$ cat src/rtl/fetch_rf_arb_ctrl.sv
// Port arbiter and read-return sequencer for the single-port fetch reference RF.
// Optional output data register: define FETCH_ARB_RDHOLD_EN (2-cycle read latency).

`ifndef PIXEL_WIDTH
`define PIXEL_WIDTH 8
`endif

module fetch_rf_arb_ctrl #(
    parameter int ADDR_WIDTH = 6,
    parameter int DATA_WIDTH = 32 * `PIXEL_WIDTH,
    parameter int STARVE_MAX = 4
) (
    input  logic                  clk,
    input  logic                  rstn,
    input  logic                  wr_req_i,
    input  logic [ADDR_WIDTH-1:0] wr_addr_i,
    input  logic [DATA_WIDTH-1:0] wr_data_i,
    output logic                  wr_ack_o,
    input  logic                  rd_req_i,
    input  logic [ADDR_WIDTH-1:0] rd_addr_i,
    input  logic [3:0]            rd_tag_i,
    output logic                  rd_ack_o,
    output logic                  rd_valid_o,
    output logic [3:0]            rd_tag_o,
    output logic [DATA_WIDTH-1:0] rd_data_o,
    output logic                  mem_wr_en_o,
    output logic [ADDR_WIDTH-1:0] mem_wr_addr_o,
    output logic [DATA_WIDTH-1:0] mem_wr_data_o,
    output logic                  mem_rd_en_o,
    output logic [ADDR_WIDTH-1:0] mem_rd_addr_o,
    input  logic [DATA_WIDTH-1:0] mem_rd_data_i
);

    localparam logic [3:0] STARVE_LIM = 4'(STARVE_MAX);

    logic       gnt_wr;
    logic       gnt_rd;
    logic [3:0] starve_cnt;
    logic [3:0] starve_cnt_nxt;
    logic       force_rd;
    logic       force_rd_nxt;

    // Grant selection: forced read, else write priority, else read.
    always_comb begin
        gnt_wr = 1'b0;
        gnt_rd = 1'b0;
        if (rstn) begin
            if (force_rd && rd_req_i) begin
                gnt_rd = 1'b1;
            end else if (wr_req_i) begin
                gnt_wr = 1'b1;
            end else if (rd_req_i) begin
                gnt_rd = 1'b1;
            end
        end
    end

    assign wr_ack_o = gnt_wr;
    assign rd_ack_o = gnt_rd;

    // RF port drive; address/data zeroed when the enable is low.
    always_comb begin
        mem_wr_en_o   = gnt_wr;
        mem_wr_addr_o = '0;
        mem_wr_data_o = '0;
        mem_rd_en_o   = gnt_rd;
        mem_rd_addr_o = '0;
        if (gnt_wr) begin
            mem_wr_addr_o = wr_addr_i;
            mem_wr_data_o = wr_data_i;
        end
        if (gnt_rd) begin
            mem_rd_addr_o = rd_addr_i;
        end
    end

    // Count denied read cycles; arm a forced read once the limit is hit.
    always_comb begin
        starve_cnt_nxt = starve_cnt;
        force_rd_nxt   = force_rd;
        if (!rd_req_i || gnt_rd) begin
            starve_cnt_nxt = '0;
            force_rd_nxt   = 1'b0;
        end else begin
            if (starve_cnt != 4'hF) begin
                starve_cnt_nxt = starve_cnt + 4'd1;
            end
            if (starve_cnt_nxt >= STARVE_LIM) begin
                force_rd_nxt = 1'b1;
            end
        end
    end

    // Starvation state registers.
    always_ff @(posedge clk) begin
        if (!rstn) begin
            starve_cnt <= '0;
            force_rd   <= 1'b0;
        end else begin
            starve_cnt <= starve_cnt_nxt;
            force_rd   <= force_rd_nxt;
        end
    end

`ifdef FETCH_ARB_RDHOLD_EN

    logic                  vld_s1;
    logic [3:0]            tag_s1;
    logic                  vld_s2;
    logic [3:0]            tag_s2;
    logic [DATA_WIDTH-1:0] data_q;

    // Two-stage return pipe; data captured when the RF output is valid.
    always_ff @(posedge clk) begin
        if (!rstn) begin
            vld_s1 <= 1'b0;
            tag_s1 <= '0;
            vld_s2 <= 1'b0;
            tag_s2 <= '0;
            data_q <= '0;
        end else begin
            vld_s1 <= gnt_rd;
            if (gnt_rd) begin
                tag_s1 <= rd_tag_i;
            end
            vld_s2 <= vld_s1;
            if (vld_s1) begin
                tag_s2 <= tag_s1;
                data_q <= mem_rd_data_i;
            end
        end
    end

    assign rd_valid_o = vld_s2 & rstn;
    assign rd_tag_o   = tag_s2;
    assign rd_data_o  = data_q;

`else

    logic       vld_s1;
    logic [3:0] tag_s1;

    // One-stage return pipe; data passes straight through from the RF.
    always_ff @(posedge clk) begin
        if (!rstn) begin
            vld_s1 <= 1'b0;
            tag_s1 <= '0;
        end else begin
            vld_s1 <= gnt_rd;
            if (gnt_rd) begin
                tag_s1 <= rd_tag_i;
            end
        end
    end

    assign rd_valid_o = vld_s1 & rstn;
    assign rd_tag_o   = tag_s1;
    assign rd_data_o  = mem_rd_data_i;

`endif

endmodule

$ cat config.mk
export PLATFORM = sky130hd
export DESIGN_NAME = fetch_rf_arb_ctrl
export DESIGN_NICKNAME = d
export VERILOG_FILES = /design/src/rtl/fetch_rf_arb_ctrl.sv
export SDC_FILE = /design/constraint.sdc
export NUM_CORES = 1
export LEC_CHECK = 0
export BUFFER_PORTS_ARGS = -buffer_cell sky130_fd_sc_hd__buf_2
export CAP_MARGIN = 30
export CORE_AREA = 2 2 412 414
export DETAILED_ROUTE_END_ITERATION = 8
export DIE_AREA = 0 0 414 416
export GPL_TIMING_DRIVEN = 0
export PLACE_DENSITY_LB_ADDON = 0.1
export SKIP_LAST_GASP = 1
export SYNTH_ARGS = -nofsm -noshare
export SYNTH_HDL_FRONTEND = slang
export SYNTH_SLANG_ARGS = --single-unit
$ cat constraint.sdc
create_clock -name clk -period 1.66 [get_ports clk]
set_input_delay 0.249 -clock clk [delete_from_list [all_inputs] [get_ports clk]]
set_output_delay 0.249 -clock clk [all_outputs]
set_load 0.02 [all_outputs]
==> reports/metrics.csv <==
stage;metric;value;unit
drt;Routed Antenna Nets;0;
timing;clk_skew;4.31;ps
clock_tree;clock root buffer;clkbuf_16;
worst_hold_path;hold path depth;3;
layout;# fillers;19800;
layout;Finished Core Util;8.44;%
die;initial core utilization;2.52;%
timing;Final WS setup;-253;ps
clock_tree;total CTS buffers;3;
synth;area share of the largest cell type after synthesis;46.2;%
layout;commonest non-fill, non-tap cell in the layout;buf_2;
synth;flops & latches, synth;10;
die;Die Footprint;172000;sq um
critical_path;Worst setup SP type;flip-flop;
clock_tree;Reg clk slew, reported paths;50;ps
critical_path;Crit path required time;1410;ps
global_route;vias in the first global route;7232;
drt;DRT Pass-1 Iters;4;
layout;area occupied by multi-input gates;2440;sq um
layout;fin area;14200;sq um
synth;Mapped Cells;604;
clock_tree;CTS Buffer Depth;2;
timing;worst slew pin tran;294;ps
synth;post-synthesis sequential area ratio;4.72;%
global_route;initial antenna violation count;49;
synth;synthesized net count;1137;
layout;layout cells sized above 1;93.9;%
critical_path;Crit path arrival time;1660;ps
place;Final GP Congestion;0.825;
critical_path;Reg2Reg Depth;7;
critical_path;type of the worst setup path;flip-flop to primary output;
die;Die W;414;microns
outcome;status;finished, violations left;
timing;Max-Slew Margin vs Limit;80.6;%
place;pre-CTS setup slack;-808;ps
drt;Via density;1.89;
die;Die Y;416;microns
drt;number of remaining DRC errors;0;
power;static leakage;6.85;nW
place;DP HPWL;71000;microns
drt;DR iter-0 viols;146;
power;Power Dens Cells;315;nW/um^2
synth;Ys Warns;0;
power;Tot Pwr;4.46;mW
timing;final number of hold-violating endpoints;0;
timing;Setup Viol. Count Final;267;
global_route;largest net degree at the start of global routing;11;
synth;top cells by area, synth;buf_4 (46%), and2_1 (40%), dfxtp_1 (4.7%);
layout;storage element area;201;sq um
clock_tree;H-tree levels;1;
synth;post-synthesis cell area;4240;sq um
global_route;total gr overflow;0;
drt;DR vias;6962;
drt;total routed wirelength;76800;microns
drt;Routed wire per std cell;20.9;microns
worst_hold_path;Hold/Removal Path Class;input port to flip-flop;
critical_path;CP Max Fanout;10;
layout;area grow syn2layout;235;%
place;IO buf count;807;
timing;minimum clock period;1910;ps
clock_tree;TritonCTS clock tree;yes;
outcome;violated checks;negative setup slack;
synth;syn_area_per_cell;7.02;sq um
die;core area;168000;sq um
clock_tree;Clock Latency Late Sink;250;ps
die;Site Rows;151;
power;Worst IR Drop VDD;0.217;mV
critical_path;critical path capture point type;primary output;
synth;Yosys cell types;20;
synth;biggest area consumer among synthesized cells;buf_4;
global_route;GRT Resource Usage Total;8.38;%
place;Post-Place Cell Area;11100;sq um
timing;final period utilization;115;%
layout;Nets;1981;
timing;final-report max-slew violation count;0;
job;max_cap viols;0;
die;I/O pin cnt;1065;
layout;most frequent cells in the layout;buf_2 (537), buf_4 (323), and2_4 (216);
global_route;first-pass GRT wire length;91900;microns
timing;RSZ-0062 raised after global routing;true;
clock_tree;Sink Count;10;
timing;Max Freq;523;MHz
[metal layers]
layer / global-route usage [%] / vias up / wire (microns)
li1: - / 3243 / -
met1: 9.94 / 3086 / 30100
met2: 14.8 / 543 / 38100
met3: 2.62 / 88 / 6880
met4: 1.61 / 2 / 1670
met5: 0 / - / 13
[final timing paths]
check / startpoint / endpoint / slack [ps]
min reg2reg: rd_tag_o[1]$_SDFFE_PN0N_ / rd_tag_o[1]$_SDFFE_PN0N_ / 450
max: force_rd$_SDFFE_PP0P_ / mem_wr_data_o[0] / -250
max reg2reg: force_rd$_SDFFE_PP0P_ / rd_tag_o[0]$_SDFFE_PN0N_ / 210
min: rd_tag_i[1] / rd_tag_o[1]$_SDFFE_PN0N_ / 250
[critical path, stage by stage (launching register included)]
cell	delay, ps
dfxtp_2	330
a21oi_4	200
buf_12	210
clkbuf_4	200
and2_2	260
buf_4	190
[power by group]
group	switching, mW	internal [mW]
Sequential	0.00415	0.248
Clock	0.147	0.366
Combinational	1.89	1.81
Total	2.04	2.43
[cell families (layout without fill, tap and decap cells)]
logic type / Yosys count / after routing / synth area share [%]
and+or+nand+nor: 286 / 286 / 41.4
adders and majority gates: 1 / 1 / 0.295
AOI/OAI and AO/OA: 6 / 6 / 0.914
other: 0 / 12 / 0
muxes: 5 / 5 / 1.18
xor gates and xnor gates: 1 / 1 / 0.206
DFF: 10 / 10 / 4.72
buffers and inverters: 295 / 1138 / 51.3
[final cells by class]
class                           instances  area share, %
Tap cell                             2218           19.6
Multi-Input combinational cell        299           17.2
Sequential cell                        10           1.42
Inverter                                6          0.159
Buffer                                289           17.3
Antenna cell                           12          0.212
Clock buffer                            4          0.626
Timing Repair Buffer                  839           43.6
[through the flow]
| stage | setup TNS, ps | cells | hold slack, ps |
|---|---|---|---|
| finish | -37860 | 3677 | 250 |
| CTS | -59610 | 3667 | 240 |
| global placement | -127140 | 3629 | 452 |
| global route | -58590 | 3671 | 261 |
| detailed placement | -124260 | 3629 | 449 |
| floorplan | 0 | 604 | 342 |
[repair_timing]
action / in CTS / in global routing
setup buffers: 14 / 1
setup endpoints to repair: 272 / 272
resized for setup: 772 / 102
pin swaps: 105 / 46
hold buffers: 0 / 0
cloned: 20 / 2
[flip-flops by register name, indices dropped and copies added (netlist names), named ones only]
signal and count:
starve_cnt 3, rd_tag_o 4, force_rd 1, vld_s1 1
[cells in the mapped netlist]
cell type    n
and2_1     270
buf_4      261
clkbuf_1    15
buf_6       10
dfxtp_1     10
nand2_1      7
inv_1        6
mux2i_1      5
nor2_1       4
a21oi_1      3
buf_2        2
nand3_1      2
nor3_1       2
a211oi_1     1
a21oi_2      1
buf_8        1
ha_1         1
nand4_1      1
o21bai_1     1
xnor2_1      1
Power figures use the tool's default switching activity.
